--- src/rtl/spi_regbank.sv ---
// spi_regbank: SPI mode-0 slave (MSB first) in front of a config/status register bank.
// Burst reads and writes auto-increment the address; each config write raises a one-clock pulse.
module spi_regbank #(
    parameter int               NUM_CFG    = 8,
    parameter int               NUM_STATUS = 4,
    parameter int               WIDTH      = 8,
    parameter logic [WIDTH-1:0] CFG_RST    = '0
) (
    input  logic                          clk,
    input  logic                          rst,
    input  logic                          ena,
    input  logic                          spi_cs_n,
    input  logic                          spi_clk,
    input  logic                          spi_mosi,
    output logic                          spi_miso,
    output logic [NUM_CFG*WIDTH-1:0]      config_regs,
    input  logic [NUM_STATUS*WIDTH-1:0]   status_in,
    output logic [NUM_CFG-1:0]            cfg_wr_pulse,
    output logic                          wr_err,
    output logic                          frame_active
);

    localparam int MAP_SIZE = NUM_CFG + NUM_STATUS;

    localparam logic [1:0] IDLE = 2'd0;
    localparam logic [1:0] CMD  = 2'd1;
    localparam logic [1:0] WR   = 2'd2;
    localparam logic [1:0] RD   = 2'd3;

    localparam logic [5:0] CMD_LAST  = 6'd7;
    localparam logic [5:0] WORD_LAST = 6'(WIDTH - 1);

    logic [WIDTH-1:0] cfg_mem [NUM_CFG];

    logic cs_n_p0, cs_n_p1, cs_n_p2;
    logic sclk_p0, sclk_p1, sclk_p2;
    logic mosi_p0, mosi_p1;

    logic [1:0]       state;
    logic [5:0]       bit_cnt;
    logic [6:0]       cmd_sr;
    logic [6:0]       addr;
    logic [WIDTH-1:0] shift_sr;

    logic             wr_vld_p1;
    logic [WIDTH-1:0] wr_word_p1;
    logic [6:0]       wr_addr_p1;

    logic             cs_fall, cs_rise, sclk_rise, sclk_fall, mosi_bit;
    logic [7:0]       cmd_next;
    logic [WIDTH-1:0] word_next;
    logic             wr_fire;

    // Address step: wraps at the end of the map, unmapped addresses run on to 127 and roll to 0.
    function automatic logic [6:0] next_addr(input logic [6:0] a);
        if (int'(a) < MAP_SIZE)
            return (int'(a) == MAP_SIZE - 1) ? 7'd0 : a + 7'd1;
        return a + 7'd1;
    endfunction

    function automatic logic [WIDTH-1:0] shift_in(input logic [WIDTH-1:0] sr, input logic b);
        logic [WIDTH:0] t;
        t = {sr, b};
        return t[WIDTH-1:0];
    endfunction

    function automatic logic [WIDTH-1:0] read_reg(input logic [6:0] a);
        logic [WIDTH-1:0] v;
        v = '0;
        for (int i = 0; i < NUM_CFG; i++)
            if (int'(a) == i) v = cfg_mem[i];
        for (int j = 0; j < NUM_STATUS; j++)
            if (int'(a) == NUM_CFG + j) v = status_in[j*WIDTH +: WIDTH];
        return v;
    endfunction

    // Stage p0/p1: two-flop synchronisers; p2 holds the previous synced value for edge detect.
    // CS flops reset to "asserted" so a frame cut by rst cannot restart until CS rises and falls again.
    always_ff @(posedge clk or posedge rst) begin
        if (rst) begin
            cs_n_p0 <= 1'b0;
            cs_n_p1 <= 1'b0;
            cs_n_p2 <= 1'b0;
            sclk_p0 <= 1'b0;
            sclk_p1 <= 1'b0;
            sclk_p2 <= 1'b0;
            mosi_p0 <= 1'b0;
            mosi_p1 <= 1'b0;
        end else begin
            cs_n_p0 <= spi_cs_n;
            cs_n_p1 <= cs_n_p0;
            cs_n_p2 <= cs_n_p1;
            sclk_p0 <= spi_clk;
            sclk_p1 <= sclk_p0;
            sclk_p2 <= sclk_p1;
            mosi_p0 <= spi_mosi;
            mosi_p1 <= mosi_p0;
        end
    end

    assign cs_fall   =  cs_n_p2 & ~cs_n_p1;
    assign cs_rise   = ~cs_n_p2 &  cs_n_p1;
    assign sclk_rise =  sclk_p1 & ~sclk_p2;
    assign sclk_fall = ~sclk_p1 &  sclk_p2;
    assign mosi_bit  =  mosi_p1;
    assign cmd_next  = {cmd_sr, mosi_bit};
    assign word_next = shift_in(shift_sr, mosi_bit);
    assign wr_fire   = (state == WR) && sclk_rise && (bit_cnt == WORD_LAST) && !cs_rise && !cs_fall;

    // Stage p1: frame FSM, shifting and address sequencing.
    always_ff @(posedge clk or posedge rst) begin
        if (rst) begin
            state        <= IDLE;
            frame_active <= 1'b0;
            bit_cnt      <= '0;
            cmd_sr       <= '0;
            addr         <= '0;
            shift_sr     <= '0;
            spi_miso     <= 1'b0;
            wr_vld_p1    <= 1'b0;
        end else begin
            wr_vld_p1 <= 1'b0;
            if (cs_rise) begin
                state        <= IDLE;
                frame_active <= 1'b0;
                spi_miso     <= 1'b0;
            end else if (cs_fall) begin
                state        <= CMD;
                frame_active <= 1'b1;
                bit_cnt      <= '0;
                spi_miso     <= 1'b0;
            end else begin
                case (state)
                    IDLE: ;
                    CMD: begin
                        if (sclk_rise) begin
                            cmd_sr <= cmd_next[6:0];
                            if (bit_cnt == CMD_LAST) begin
                                bit_cnt <= '0;
                                addr    <= cmd_next[6:0];
                                if (cmd_next[7]) begin
                                    state <= WR;
                                end else begin
                                    state    <= RD;
                                    shift_sr <= read_reg(cmd_next[6:0]);
                                end
                            end else begin
                                bit_cnt <= bit_cnt + 6'd1;
                            end
                        end
                    end
                    WR: begin
                        if (sclk_rise) begin
                            shift_sr <= word_next;
                            if (bit_cnt == WORD_LAST) begin
                                bit_cnt   <= '0;
                                wr_vld_p1 <= 1'b1;
                                addr      <= next_addr(addr);
                            end else begin
                                bit_cnt <= bit_cnt + 6'd1;
                            end
                        end
                    end
                    RD: begin
                        if (sclk_fall) begin
                            spi_miso <= shift_sr[WIDTH-1];
                            shift_sr <= shift_sr << 1;
                        end else if (sclk_rise) begin
                            if (bit_cnt == WORD_LAST) begin
                                bit_cnt  <= '0;
                                addr     <= next_addr(addr);
                                shift_sr <= read_reg(next_addr(addr));
                            end else begin
                                bit_cnt <= bit_cnt + 6'd1;
                            end
                        end
                    end
                    default: state <= IDLE;
                endcase
            end
        end
    end

    always_ff @(posedge clk) begin
        if (wr_fire) begin
            wr_word_p1 <= word_next;
            wr_addr_p1 <= addr;
        end
    end

    // Stage p2: commit a completed word, or flag it when the target is read-only or writes are off.
    always_ff @(posedge clk or posedge rst) begin
        if (rst) begin
            for (int i = 0; i < NUM_CFG; i++)
                cfg_mem[i] <= CFG_RST;
            cfg_wr_pulse <= '0;
            wr_err       <= 1'b0;
        end else begin
            cfg_wr_pulse <= '0;
            wr_err       <= 1'b0;
            if (wr_vld_p1) begin
                if (ena && (int'(wr_addr_p1) < NUM_CFG)) begin
                    for (int i = 0; i < NUM_CFG; i++) begin
                        if (int'(wr_addr_p1) == i) begin
                            cfg_mem[i]      <= wr_word_p1;
                            cfg_wr_pulse[i] <= 1'b1;
                        end
                    end
                end else begin
                    wr_err <= 1'b1;
                end
            end
        end
    end

    for (genvar g = 0; g < NUM_CFG; g++) begin : g_pack
        assign config_regs[g*WIDTH +: WIDTH] = cfg_mem[g];
    end

endmodule

--- config.mk ---
export PLATFORM = sky130hd
export DESIGN_NAME = spi_regbank
export DESIGN_NICKNAME = d
export VERILOG_FILES = /design/src/rtl/spi_regbank.sv
export SDC_FILE = /design/constraint.sdc
export NUM_CORES = 1
export LEC_CHECK = 0
export ABC_CLOCK_PERIOD_IN_PS = 2900
export BUFFER_PORTS_ARGS = -buffer_cell sky130_fd_sc_hd__buf_2
export CORE_ASPECT_RATIO = 1.1
export CORE_UTILIZATION = 52
export DETAILED_ROUTE_END_ITERATION = 16
export PLACE_DENSITY = 0.77
export RECOVER_POWER = 25
export SLEW_MARGIN = 25
export SYNTH_ARGS = -nofsm -noshare
export SYNTH_HDL_FRONTEND = slang
export SYNTH_SLANG_ARGS = --single-unit
--- constraint.sdc ---
create_clock -name clk -period 2.9 [get_ports clk]
set_input_delay 0.145 -clock clk [delete_from_list [all_inputs] [get_ports clk]]
set_output_delay 0.145 -clock clk [all_outputs]
set_load 0.1 [all_outputs]
---- Word level (Yosys, flattened, before mapping) ----
Index checks and enable logic that the tools add are counted.
storage, ports and cells
  register bits after elaboration ......... 129
  output and inout bits ................... 75
cells by class
  reductions and logical operators ........ 33
  magnitude comparators ................... 2
  bitwise gates (word level) .............. 10
  add/subtract/negate cells ............... 2
  eq/ne operators ......................... 45
  muxes and demuxes ....................... 91
operators by type and width
  cell                 count
  $mux 8               33
  $mux 7               14
  $eq 7x4->1 const B   12
  $eq 7x5->1 const B   9
  $eq 7x3->1 const B   6
  $mux 1               32
  $reduce_and 3->1     10
  $mux 6               4
  $pmux 8 s3           1
  $eq 7x2->1 const B   3
  $logic_not 7->1      3
  $pmux 7 s3           1
  $reduce_bool 3->1    7
  $lt 7x4->1 const B   2
  $ne 2x2->1 const B   7
  $pmux 6 s2           1
  $mux 2               5
  $reduce_and 10->1    1
  $ne 3x3->1 const B   3
  $reduce_and 9->1     1
  $add 7x1->7 const B  1
  $add 6x1->6 const B  1
  $eq 6x3->1 const B   1
  $not 1->1            6
  other kinds (10)     19

---- Longest topological paths before layout ----
  depth after elaboration ................. 32
  gate-level depth with buffers ........... 11
  mapped depth without buffers ............ 9

---- Worst setup path before layout ----
Ideal clock, no wire load.
  path kind ............................... reg-to-reg
  start ................................... register addr[0]
  end ..................................... register shift_sr[5]
  buffers on the path ..................... 2
  stages on the path, launching flop included .. 11
  period minus slack after synthesis ...... 2.283 ns
  arrival time ............................ 2.207 ns
  data required time ...................... 2.823 ns
  slack ................................... 0.617 ns
  path through ............................ dfrtp_1 ha_1 buf_2 nand2_1 a21oi_1 or2_1 buf_2 a2111oi_1 nor2_1 o311a_1 o21ai_1
on the way
  word-level cells in the longest chain between the ends .. 32
  elaborated cells between the ends (all ways) .. 47
  classes of those cells .................. add/sub (1); order compare (1); eq/ne (12); mux (32); reduce/logical (1)
RTL lines
  element                   RTL line  RTL
  start: declaration        42        logic [6:0] addr;
  start signal: assignment  140       addr <= cmd_next[6:0];
  start signal: assignment  158       addr <= next_addr(addr);
  start signal: assignment  171       addr <= next_addr(addr);
  $lt 7x4->1                56        if (int'(a) < MAP_SIZE)
  $mux 1                    56
  $mux 1                    169       if (bit_cnt == WORD_LAST) begin
  $mux 1                    168       end else if (sclk_rise) begin
  $mux 1                    165       if (sclk_fall) begin
  $mux 1                    133       case (state)
  $mux 1                    127       end else if (cs_fall) begin
  $mux 1                    123       if (cs_rise) begin
  [... 7 more ...]          -
  $logic_not 7->1           71        if (int'(a) == i) v = cfg_mem[i];
  $mux 8 (8 in a row)       71
  $mux 8 (3 in a row)       73        if (int'(a) == NUM_CFG + j) v = status_in[j*WIDTH +: WIDTH];
  $mux 8 (*)                73
  $mux 8 (*)                169
  $mux 8 (*)                168
  $mux 8 (*)                165
  $pmux 8 s3 (*)            133
  end signal: assignment    145       shift_sr <= read_reg(cmd_next[6:0]);
  end signal: assignment    167       shift_sr <= shift_sr << 1;
  end signal: assignment    172       shift_sr <= read_reg(next_addr(addr));
  end: declaration          43        logic [WIDTH-1:0] shift_sr;
Every way passes the cells marked *; elsewhere a longest branch is shown, timed or not. The select of a mux whose other input is x is not followed.
A chain may end at the register's enable or synchronous reset.

---- Worst setup path after layout ----
  start ................................... register addr[0]
  end ..................................... register shift_sr[1]
Same word-level chain as after synthesis.

==> flow_metrics.env <==
export IMPL_slew_headroom_pct=-13.7
export IMPL_htree_levels=4
export IMPL_cts_setup_buffers=0
export IMPL_setup_tns_ns=0
export IMPL_clkTransAtPathRegs_ns=0.06
export IMPL_clockBufferDepth=2
export IMPL_ir_worst_vdd_mv=0.759
export IMPL_ys_flop_type="dfrtp_1"
export IMPL_finalHoldViolations=0
export IMPL_numCtsBuffers=17
export IMPL_skew_ns=0.00691
export IMPL_cap_violations=1
export IMPL_cp_arrival_ns=2.95
export IMPL_p_comb_share_pct=40.5
export IMPL_postLayoutCoreUtil_pct=65.0
export IMPL_worst_pin_slew_ns=1.70
export IMPL_grt_antenna_before_repair=0
export IMPL_cp_required_ns=3.24
export IMPL_synth_area_sq_um=7650
export IMPL_status="finished with violations"
export IMPL_synthCells=792
export IMPL_crit_fanout=12
export IMPL_rsz0062_at_grt="false"
export IMPL_die_x_um=118
export IMPL_maxSlewViolCount=36
export IMPL_die_y_um=129
export IMPL_fin_ws_ns=0.292
export IMPL_p_int_mw=4.73
export IMPL_timing_final_crit_share_pct=89.9
export IMPL_grt_overflow_total=0
export IMPL_vias_per_cell=6.56
export IMPL_core_sq_um=14400
export IMPL_synth_edf_count=15
export IMPL_cts_tree="done"
export IMPL_place_congestion=1.02
export IMPL_rows=46
export IMPL_io_pins=113
export IMPL_period_needed_ns=2.61
export IMPL_setup_violations=0
export IMPL_stdcell_count=1135
export IMPL_place_detailed_hpwl_um=19200
export IMPL_fmax_mhz=383
export IMPL_routedWlPerCell_um=23.7
export IMPL_grt_pass1_vias=6869
export IMPL_place_area_sq_um=8660
export IMPL_synth_cell_types=83
export IMPL_hp_class="in -> reg"
export IMPL_power_leakage_nw=4.33
export IMPL_grt_max_degree=45
export IMPL_ctsResizeCount=0
export IMPL_layout_nets=981
export IMPL_die_area_sq_um=15200
export IMPL_ys_seq_elements=129
export IMPL_startpoint_type="flip-flop"
export IMPL_final_area_sq_um=9350
export IMPL_wirelength_um=26900
export IMPL_syn_nets=844
export IMPL_cts_sinks=129
export IMPL_p_switching_mw=3.13
export IMPL_p_clk_share_pct=30.6
export IMPL_synth_warnings=0
export IMPL_pwr_share_seq_pct=28.9
export IMPL_final_antenna_net_count=0
export IMPL_syn_area_per_cell_sq_um=9.66
export IMPL_grt_pass1_wl_um=40800
export IMPL_dp_cells=1097
export IMPL_dp_slack_ns=0.358
export IMPL_clk_latency_ns=0.42
export IMPL_sw_frac_of_total_pct=39.8
export IMPL_drt_initial_drc_count=878
export IMPL_violations="max-capacitance violations, max-slew violations"
export IMPL_drc=0
export IMPL_worstSetupPathType="reg -> reg"
export IMPL_firstDrtPassIters=5
export IMPL_grt_usage_pct=36.1
export IMPL_cts_root_buf="clkbuf_16"
export IMPL_syn_to_final_growth_pct=22.2
export IMPL_synth_yosys_seq_area_share_pct=43.2
export IMPL_worstSetupEndpointType="flip-flop"
export IMPL_drive_gt1_share_pct=30.3
export IMPL_start_util_pct=53.2
export IMPL_p_per_area_nw_per_um2=841
export IMPL_ys_async_sr_fraction_pct=88.4
export IMPL_via_count=7446
export IMPL_numPortBuffers=112
export IMPL_n_fill_cell=1171
[cell usage in the layout, fill, tap and decap left out, types with 10 or more instances in the layout]
cell type  Yosys  final
nor2_1        55     55
nor2b_1       11     11
o211ai_1      10     10
inv_1         28     27
nor3_1        13     13
nand3_1       24     24
ha_1          14     14
edfxtp_1      15     15
mux2_2        61     61
a21oi_1       57     57
nand2_1       90     90
buf_2         16    112
dfrtp_1      114    114
buf_4          1     43
clkbuf_16      0     17
mux2i_1       11     11
o21ai_0       45     45
o21ai_1       11     11
[worst max-delay path: stages, from the launching register on]
cell      delay, ns
dfrtp_1        0.38
ha_1           0.24
buf_4          0.18
nor2b_1        0.21
a32o_1         0.36
o2111a_1       0.30
buf_4          0.20
a32oi_1        0.09
o21bai_1       0.18
a41o_1         0.20
a31oi_1        0.17
[cells in the mapped netlist (4+ instances only)]
cell type	n	share of area, %
a32oi_1	5	0.57
buf_2	16	1.0
a221oi_1	9	1.0
nand4_1	4	0.33
o21ai_0	45	2.9
mux2_2	61	9.0
o31ai_1	9	0.88
nor2b_1	11	0.90
a21oi_1	57	3.7
dfrtp_1	114	37
o22ai_1	8	0.65
o221ai_1	9	1.0
nand2b_1	6	0.49
a2bb2oi_1	5	0.57
nor2_2	4	0.33
nor3_1	13	0.85
clkbuf_1	23	1.1
a22oi_1	8	0.78
buf_1	4	0.20
nand3_1	24	1.6
o21ai_1	11	0.72
a31oi_1	9	0.74
and3_1	7	0.57
nor2_1	55	2.7
ha_1	14	2.3
mux4_2	8	2.4
o211ai_1	10	0.98
nor4_1	5	0.41
or3_1	9	0.74
nand2_1	90	4.4
a211oi_1	8	0.78
edfxtp_1	15	5.9
mux2i_1	11	1.4
inv_1	28	1.4
[state kept, by name (all words and copies together), names as in the netlist]
name	cells
addr	7
bit_cnt	6
cfg_wr_pulse	8
cmd_sr	7
config_regs	64
cs_n_p0	1
cs_n_p1	1
cs_n_p2	1
frame_active	1
mosi_bit	1
mosi_p0	1
sclk_p0	1
sclk_p1	1
sclk_p2	1
shift_sr	8
spi_miso	1
state	2
wr_addr_p1	7
wr_err	1
wr_vld_p1	1
wr_word_p1	8
[per-layer routing]
layer,share of wire (%),vias up,track usage (%)
met4,3.0,0,13.9
met5,0,-,0
met3,11,82,10.1
li1,-,3239,-
met1,41,3587,49.2
met2,45,538,54.9
[what timing repair did]
item,4_1_cts,5_1_grt
hold buffers,5,0
hold endpoints to repair,38,0
setup endpoints to repair,0,0
[area by class of cell]
type / instances / area (sq um) / area share [%]
Multi-Input combinational cell: 586 / 4010 / 42.9
Timing Repair Buffer: 165 / 1020 / 10.9
Sequential cell: 129 / 3300 / 35.3
Antenna cell: 1 / 2.50 / 0.0268
Clock inverter: 14 / 230 / 2.46
Tap cell: 192 / 240 / 2.57
Clock buffer: 18 / 429 / 4.59
Inverter: 30 / 114 / 1.22
[stage by stage]
step | power (mW) | hold slack [ns]
2_1_floorplan | 4.32 | 0.176
3_3_place_gp | 5.38 | 0.253
3_5_place_dp | 5.36 | 0.255
4_1_cts | 7.78 | 0.0794
5_1_grt | 8.20 | 0.0951
6_report | 7.86 | 0.0927
[cells by family after synthesis]
logic type | count (synthesis) | share of synthesized area (%)
flip-flops | 129 | 43.2
AND/OR/NAND/NOR | 257 | 16.7
multiplexers | 80 | 12.8
buffers and inverters | 77 | 4.38
AO/OA/AOI/OAI | 235 | 20.7
adder cells (fa/ha/maj) | 14 | 2.29
[power by group through the flow]
| stage | Clock (mW) | Combinational [mW] | Sequential [mW] |
|---|---|---|---|
| 4_1_cts | 2.43 | 3.09 | 2.27 |
| 6_report | 2.41 | 3.18 | 2.27 |
| 5_1_grt | 2.49 | 3.42 | 2.30 |
| 3_3_place_gp | 0 | 3.09 | 2.29 |
| 2_1_floorplan | 0 | 2.08 | 2.24 |
| 3_5_place_dp | 0 | 3.06 | 2.30 |
[final timing paths]
| check | start | end | slack [ns] | depth (start not counted) |
|---|---|---|---|---|
| min in group asynchronous | rst | bit_cnt[4] | 0.68 | 3 |
| max reg2reg | addr[0] | shift_sr[1] | 0.29 | 10 |
| max | addr[0] | shift_sr[1] | 0.29 | 10 |
| max in group asynchronous | rst | config_regs[38] | 0.59 | 4 |
| min | status_in[28] | shift_sr[4] | 0.09 | 3 |
| min reg2reg | sclk_p0 | sclk_p1 | 0.35 | 0 |
No activity file was read; power rests on OpenSTA's default activity.
